===== src/rtl/pipe_ctrl_pkg.sv =====
// Shared types for the pipeline stall/flush sequencer.
package pipe_ctrl_pkg;

  typedef enum logic {
    RUN      = 1'b0,
    MEM_WAIT = 1'b1
  } state_e;

  localparam logic [4:0] REG_X0 = 5'd0;

endpackage


===== src/rtl/pipe_hazard_ctrl_sat_counter.sv =====
// Saturating up-counter with synchronous clear; holds at all-ones instead of wrapping.
module sat_counter #(
  parameter int W = 16
) (
  input  logic         clk_i,
  input  logic         rst_i,
  input  logic         inc,
  input  logic         clr,
  output logic [W-1:0] value
);

  // NOTE: sequential state is updated with non-blocking assignments only.
  always_ff @(posedge clk_i) begin
    if (rst_i || clr) begin
      value <= '0;
    end else if (inc && (value != '1)) begin
      value <= value + 1'b1;
    end
  end

endmodule


===== src/rtl/pipe_hazard_ctrl.sv =====
// Stall/flush sequencer for the 5-stage pipeline: load-use, branch redirect
// and data-memory freeze, with saturating event counters and a sticky timeout.
module pipe_hazard_ctrl
  import pipe_ctrl_pkg::*;
#(
  parameter int CNT_W       = 16,
  parameter int MEM_TIMEOUT = 64
) (
  input  logic             clk_i,
  input  logic             rst_i,
  input  logic [4:0]       ifid_rs1_i,
  input  logic [4:0]       ifid_rs2_i,
  input  logic             ifid_use_rs1_i,
  input  logic             ifid_use_rs2_i,
  input  logic             idex_memread_i,
  input  logic [4:0]       idex_rd_i,
  input  logic             branch_taken_i,
  input  logic             dmem_req_i,
  input  logic             dmem_ready_i,
  output logic             pc_write_o,
  output logic             ifid_stall_o,
  output logic             ifid_flush_o,
  output logic             idex_stall_o,
  output logic             idex_flush_o,
  output logic             exmem_stall_o,
  output logic [CNT_W-1:0] stall_cnt_o,
  output logic [CNT_W-1:0] flush_cnt_o,
  output logic             timeout_o
);

  localparam int WAIT_W = $clog2(MEM_TIMEOUT + 1);
  localparam logic [WAIT_W-1:0] WAIT_LAST = WAIT_W'(MEM_TIMEOUT - 1);

  state_e            state, next_state;
  logic              freeze, load_use;
  logic [WAIT_W-1:0] wait_cnt;

  always_comb begin
    // NOTE: every combinational output gets a default first so no latch is inferred.
    pc_write_o    = 1'b1;
    ifid_stall_o  = 1'b0;
    ifid_flush_o  = 1'b0;
    idex_stall_o  = 1'b0;
    idex_flush_o  = 1'b0;
    exmem_stall_o = 1'b0;
    next_state    = RUN;

    freeze   = (state == RUN && dmem_req_i && !dmem_ready_i) ||
               (state == MEM_WAIT && !dmem_ready_i);
    load_use = idex_memread_i && (idex_rd_i != REG_X0) &&
               ((ifid_use_rs1_i && ifid_rs1_i == idex_rd_i) ||
                (ifid_use_rs2_i && ifid_rs2_i == idex_rd_i));

    // Branch is checked after load-use: its ID operands are stale during a load-use stall.
    if (rst_i) begin
      next_state = RUN;
    end else if (freeze) begin
      pc_write_o    = 1'b0;
      ifid_stall_o  = 1'b1;
      idex_stall_o  = 1'b1;
      exmem_stall_o = 1'b1;
      next_state    = MEM_WAIT;
    end else if (load_use) begin
      pc_write_o   = 1'b0;
      ifid_stall_o = 1'b1;
      idex_flush_o = 1'b1;
    end else if (branch_taken_i) begin
      ifid_flush_o = 1'b1;
    end
  end

  always_ff @(posedge clk_i) begin
    if (rst_i) begin
      state     <= RUN;
      timeout_o <= 1'b0;
    end else begin
      state <= next_state;
      if (state == MEM_WAIT && wait_cnt == WAIT_LAST) begin
        timeout_o <= 1'b1;
      end
    end
  end

  sat_counter #(.W(WAIT_W)) u_wait_cnt (
    .clk_i (clk_i),
    .rst_i (rst_i),
    .inc   (state == MEM_WAIT),
    .clr   (next_state == RUN),
    .value (wait_cnt)
  );

  sat_counter #(.W(CNT_W)) u_stall_cnt (
    .clk_i (clk_i),
    .rst_i (rst_i),
    .inc   (!pc_write_o),
    .clr   (1'b0),
    .value (stall_cnt_o)
  );

  sat_counter #(.W(CNT_W)) u_flush_cnt (
    .clk_i (clk_i),
    .rst_i (rst_i),
    .inc   (ifid_flush_o),
    .clr   (1'b0),
    .value (flush_cnt_o)
  );

endmodule


===== config.mk =====
export PLATFORM = sky130hd
export DESIGN_NAME = pipe_hazard_ctrl
export DESIGN_NICKNAME = d
export VERILOG_FILES = /design/src/rtl/pipe_ctrl_pkg.sv /design/src/rtl/pipe_hazard_ctrl_sat_counter.sv /design/src/rtl/pipe_hazard_ctrl.sv
export SDC_FILE = /design/constraint.sdc
export NUM_CORES = 1
export LEC_CHECK = 0
export CAP_MARGIN = 20
export CELL_PAD_IN_SITES_DETAIL_PLACEMENT = 2
export CELL_PAD_IN_SITES_GLOBAL_PLACEMENT = 2
export CORE_MARGIN = 4
export CORE_UTILIZATION = 29
export CTS_BUF_LIST = sky130_fd_sc_hd__clkbuf_4 sky130_fd_sc_hd__clkbuf_8
export DETAILED_ROUTE_END_ITERATION = 8
export HOLD_SLACK_MARGIN = 0.03
export PLACE_DENSITY = 0.93
export RECOVER_POWER = 25
export SYNTH_ARGS = -nofsm -noshare
export SYNTH_HDL_FRONTEND = slang
export SYNTH_SLANG_ARGS = --single-unit

===== constraint.sdc =====
create_clock -name clk_i -period 2.7 [get_ports clk_i]
set_input_delay 0.54 -clock clk_i [delete_from_list [all_inputs] [get_ports clk_i]]
set_output_delay 0.54 -clock clk_i [all_outputs]
set_load 0.02 [all_outputs]

==> results of run 1 <==
[cells in the mapped netlist, drive strengths merged (5+ instances only)]
cell type and number:
dfxtp 41, nor2 30, nand4 20, nand2 18, nand3 14, a21oi 12
xnor2 12, xor2 12, and3 7, inv 7, mux2 7, mux2i 7
nor2b 6, clkbuf 5
[registers in the layout, indices dropped and copies added, names as in the netlist]
name / flops
timeout_o: 1
u_flush_cnt.value: 16
u_wait_cnt.value: 7
u_stall_cnt.value: 16
state: 1
[cell type report]
cell class,instances,share of cell area
inverter,8,0.00940
multi-input combinational,190,0.415
tap,99,0.0388
timing repair buffer,90,0.253
sequential,41,0.257
clock buffer,6,0.0239
clock inverter,2,0.00313
[power groups by stage]
| stage | clock [W] | sequential (W) | combinational, W |
|---|---|---|---|
| finish | 0.000411 | 0.000614 | 0.000184 |
| global route | 0.000451 | 0.000615 | 0.000197 |
| CTS | 0.000421 | 0.000614 | 0.000176 |
| detailed placement | 0 | 0.000628 | 0.000169 |
| global placement | 0 | 0.000628 | 0.000161 |
| floorplan | 0 | 0.000630 | 0.0000748 |
[how the worst min path moves through the flow]
stage / to / start / slack [ps]
3_3_place_gp: u_wait_cnt.value[6]$_SDFFE_PP0P_ / u_wait_cnt.value[6]$_SDFFE_PP0P_ / 460
2_1_floorplan: u_wait_cnt.value[6]$_SDFFE_PP0P_ / u_wait_cnt.value[6]$_SDFFE_PP0P_ / 450
3_5_place_dp: timeout_o$_SDFFE_PP0P_ / timeout_o$_SDFFE_PP0P_ / 470
5_1_grt: timeout_o$_SDFFE_PP0P_ / timeout_o$_SDFFE_PP0P_ / 530
4_1_cts: u_wait_cnt.value[6]$_SDFFE_PP0P_ / u_wait_cnt.value[6]$_SDFFE_PP0P_ / 500
6_report: u_wait_cnt.value[6]$_SDFFE_PP0P_ / u_wait_cnt.value[6]$_SDFFE_PP0P_ / 490
[metrics by stage]
step	total power, W	setup WS (ps)
finish	0.00121	71.1
global route	0.00126	-55.6
CTS	0.00121	1.26
detailed placement	0.000797	-603
global placement	0.000789	-543
floorplan	0.000705	98.7
[worst max-delay path, cell delays in order]
cell and delay, ps:
clkdlybuf4s50_1 490, xnor2_1 130, nand4_1 160, buf_4 170, buf_4 120, buf_4 120
buf_4 130, o221ai_4 240, nand2_4 120, buf_4 180, or3_1 340, a21oi_1 140
[what timing repair did]
action,CTS,global route
setup endpoints to repair,4,8
pin swaps,4,1
setup buffers,5,3
resized for setup,26,6
[kinds of logic after synthesis]
logic type,count (synthesis),share of synthesized area
simple gates,113,0.276
xor+xnor,24,0.0958
compound gates,36,0.123
mux,14,0.0713
fa+ha+maj,3,0.0171
flops,41,0.374
buf+inv,16,0.0434
[metal layers]
| metal | wire [um] | part of all wire |
|---|---|---|
| met1 | 3580 | 0.41 |
| met2 | 4530 | 0.52 |
| met3 | 328 | 0.038 |
| met4 | 201 | 0.023 |
| met5 | 0 | 0 |
==> impl_metrics.yaml, run 1 <==
clocking:
  cts_tree: "done"
  ctsHtreeMaxLevel: 2
  hold_buffers: 0
  root_buffer: "clkbuf_8"
  clock_path_buffers: 2
  cts.sinks: 41
  clkLatencyLatePin_ps: 300
  clk_pin_slew_ps: 80
  numCtsBuffers: 5
drt:
  final_antenna_net_count: 0
  drtPass1Iterations: 4
  first_iter_violations: 66
  wl_per_cell_um: 19.8
  drcViolationCount: 0
  vias: 2288
  drt_wl_total_um: 8640
  vias_per_cell: 5.25
critical_path:
  startpoint: "ifid_rs2_i[1]"
  crit_type: "in -> reg"
  rrSetupSlack_ps: 260
  worst_ep_required_time_ps: 2940
  worstReg2RegEnd: "u_stall_cnt.value[1]$_SDFFE_PP0P_"
  crit_path_end: "u_stall_cnt.value[3]$_SDFFE_PP0P_"
  r2r.worst_path.cells: 8
  crit_path_start_kind: "primary input"
  cp-end-kind: "register"
  crit_fanout: 8
  critPathArrivalTime_ps: 2870
  rr_startpoint: "u_stall_cnt.value[0]$_SDFFE_PP0P_"
cells_and_area:
  fillCellCount: 843
  finish.utilization: 0.438
  finalInstanceArea_mm2: 0.00319
  layout_commonest_cell: "dfxtp_1"
  fin_cells: 436
  final_cell_mix: "dfxtp_1, clkdlybuf4s50_1, nor2_1, buf_4, nand4_1"
  area_growth_pct: 45.6
  drive_gt1_frac: 0.196
  multi_input_area_mm2: 0.00133
  antenna_cells: 0
  seq_area_um2: 821
  finalNetCount: 362
logic_synthesis:
  synth_edf_count: 0
  synth_flop_cell: "dfxtp_1"
  netlist_instances: 247
  synth_top_area_frac: 0.374
  ys_seq_elements: 41
  synthTopCellsByArea: "dfxtp_1, nand4_1, nor2_1"
  syn_area_mm2: 0.00219
  synth.yosys.seq_area_share: 0.374
  synth_top_cell_by_area: "dfxtp_1"
  synth_area_per_cell_um2: 8.88
  synthArstFlopShare: 0
  yosysWarnings: 0
  synthesis.nets: 273
  synth_cell_types: 51
pwr:
  clkPwrFrac: 0.340
  combPwrFrac: 0.152
  p_switching_w: 0.000320
  pwr-share-seq: 0.508
  p_int_w: 0.000889
  p_sw_frac: 0.265
  vdd_drop_max_v: 0.000190
  power.density_mw_per_mm2: 379
  p_leak_nw: 1.29
timing:
  max_freq_mhz: 380
  fin_hold_ws_ps: 494
  fin_crit_ps: 2630
  hold_viol: 0
  final_max_slew_viol_count: 0
  setup_viol: 0
  finalSetupTns_ps: 0
  fin_crit_sh: 0.974
  final.setup_skew_ps: 5.95
  max_slew_margin: 0.400
  tightest_slew_ps: 893
floorplanning:
  rows: 31
  floorplan.initialDensity: 0.301
  ioPinCount: 62
  coreArea_mm2: 0.00729
  die_h_um: 95.0
  die_area_mm2: 0.00902
  die_x_um: 95.0
global_routing:
  antenna_found_initial: 0
  use_met2: 0.324
  use_met3: 0.0327
  grt_overflow: 0
  grt_pass1_wl_um: 12700
  grt.total_usage: 0.180
  grt_max_degree: 17
  grt_pass1_vias: 2429
  grt-busiest-layer: "met2"
  grt_use_met1: 0.213
min_path:
  hold_path.class: "reg -> reg"
  whs_path_depth: 2
flow_run:
  cap_violations: 0
placement:
  placed_area_mm2: 0.00302
  gp_congestion: 0.814
  io_buffers: 61
  dp_cells: 420
  hpwl_um: 5780
run_status:
  outcome: "complete, no violations"
No activity file was read; power rests on OpenSTA's default activity.
==> run 2, diff against run 1 <==
==> constraint.sdc (replaced) <==
create_clock -name clk_i -period 2.7 [get_ports clk_i]
set_input_delay 0.54 -clock clk_i [delete_from_list [all_inputs] [get_ports clk_i]]
set_output_delay 0.54 -clock clk_i [all_outputs]
set_load 0.01 [all_outputs]
==> run 2 against run 1 <==
  * Non-clock buffer count decreased by 5
  * Critical path depth decreased by 6
  * Final cell count decreased by 1.1%
  * Clock power increased by 9.5%
  * Combinational power decreased by 6%
  * Sequential cell count unchanged
  * Register-to-register slack improved by 140 ps
  * Global-route usage increased by 1.2 points
  * Die area unchanged
  * Critical path type is now in -> out
  * Critical endpoint is now idex_stall_o
==> impl_metrics.yaml, run 2 (same netlist as run 1, synthesis figures left out) <==
critical_path:
  cp_common_cell: "clkdlybuf4s50_1"
  cp-end-kind: "output pin"
  critPathArrivalTime_ps: 2070
  crit_chain: "clkdlybuf4s50_1 -> o21bai_2 -> nand2b_4 -> inv_2 -> buf_4 -> clkdlybuf4s50_1"
  rrSetupSlack_ps: 400
  crit_path_start_kind: "primary input"
  critPathSlowestCell: "clkdlybuf4s50_1"
  crit_fanout: 3
  max_stage_delay_ps: 530
  worst_ep_required_time_ps: 2160
  crit_type: "in -> out"
clocking:
  clk_pin_slew_ps: 70
  cts_tree: "done"
  clkLatencyLatePin_ps: 300
  clock_path_buffers: 2
  cts.sinks: 41
  root_buffer: "clkbuf_8"
  ctsHtreeMaxLevel: 2
  hold_buffers: 0
  numCtsBuffers: 5
cells_and_area:
  finalInstanceArea_mm2: 0.00316
  layout_commonest_cell: "dfxtp_1"
  area_growth_pct: 44.2
  final_cell_mix: "dfxtp_1, clkdlybuf4s50_1, nor2_1, buf_4, nand4_1"
  antenna_cells: 0
  largestRegisters: "u_flush_cnt.value: 16 flops, u_stall_cnt.value: 16 flops, u_wait_cnt.value: 7 flops"
  finalNetCount: 357
  drive_gt1_frac: 0.199
drt:
  wl_per_cell_um: 19.4
  first_iter_violations: 88
  final_antenna_net_count: 0
  drt_wl_total_um: 8360
  drtPass1Iterations: 4
  drcViolationCount: 0
  vias: 2219
  vias_per_cell: 5.15
timing:
  setup_viol: 0
  hold_viol: 0
  final.setup_skew_ps: 7.86
  max_slew_margin: 0.441
  fin_hold_ws_ps: 508
  final_max_slew_viol_count: 0
  max_freq_mhz: 384
  fin_crit_ps: 2610
  fin_crit_sh: 0.965
  tightest_slew_ps: 831
floorplanning:
  coreArea_mm2: 0.00729
  rows: 31
  die_h_um: 95.0
  floorplan.initialDensity: 0.301
  ioPinCount: 62
  die_area_mm2: 0.00902
  die_x_um: 95.0
flow_run:
  cap_violations: 0
pwr:
  vdd_drop_max_v: 0.000171
  power.density_mw_per_mm2: 391
  p_leak_nw: 1.27
global_routing:
  grt_pass1_vias: 2481
  grt_overflow: 0
  grt.total_usage: 0.192
  grt_pass1_wl_um: 13300
  grt_max_degree: 17
  antenna_found_initial: 0
placement:
  placed_area_mm2: 0.00302
  hpwl_um: 6060
  io_buffers: 61
  gp_congestion: 0.825
run_status:
  outcome: "complete, no violations"
min_path:
  hold_path.class: "reg -> reg"
## run 2: cell types whose count changed in the layout (fill, tap and decap cells not counted), moves of 4 or more
cell | previous run | this run
buf_2 | 4 | 0
buf_4 | 28 | 24
clkbuf_2 | 0 | 4
clkdlybuf4s50_1 | 40 | 36
dlygate4sd3_1 | 10 | 14
## run 2: timing repair
item / CTS / global route
pin swaps: 4 / 6
endpoints found under the setup margin: 6 / 5
gates resized for setup: 17 / 11
setup buffers: 1 / 2
## run 2: routing by layer
layer,part of all wire,GRT usage,up-vias
met1,0.42,0.219,1108
met5,0,0,-
met2,0.53,0.357,44
li1,-,-,1054
met4,0.023,0.0685,0
met3,0.031,0.0311,13
## run 2: final timing paths
kind / startpoint / endpoint / cells after the start
worst max-delay path: dmem_ready_i / idex_stall_o / 6
worst min-delay path: timeout_o$_SDFFE_PP0P_ / timeout_o$_SDFFE_PP0P_ / 2
worst max register to register: u_flush_cnt.value[0]$_SDFFE_PP0P_ / u_flush_cnt.value[1]$_SDFFE_PP0P_ / 8
worst min register to register: timeout_o$_SDFFE_PP0P_ / timeout_o$_SDFFE_PP0P_ / 2
## run 2: report_power, final
group	total [W]	leakage [nW]	switching, W	internal [W]
combinational	0.000173	0.882	0.0000856	0.0000878
clock	0.000450	0.0542	0.000219	0.000231
sequential	0.000614	0.331	0.00000600	0.000608
total	0.00124	1.27	0.000311	0.000927
## run 2: layout make-up
class                      instances  area, um2
clock inverter                     1       5.00
clock buffer                       7       96.3
timing repair buffer              85        766
inverter                           8       30.0
multi-input combinational        190       1320
fill                             835       4130
sequential                        41        821
tap                               99        124
## run 2: worst max-delay path, delay by kind of cell
kind,cells,cell delay [ps]
buffers and inverters,4,1120
AO/OA/AOI/OAI,1,230
AND/OR/NAND/NOR,1,170
## run 2: metrics by stage
step                      setup slack [ps]  utilization  power, W  instances  TNS [ps]
after floorplan                        329            -  0.000700        247         0
after global placement                -489        0.414  0.000783        420     -2130
after detailed placement              -533        0.414  0.000794        420     -3320
after CTS                            -5.85        0.431   0.00125        429     -5.85
after global routing                 -6.71        0.434   0.00129        431     -6.71
final                                 94.3        0.434   0.00124        431         0
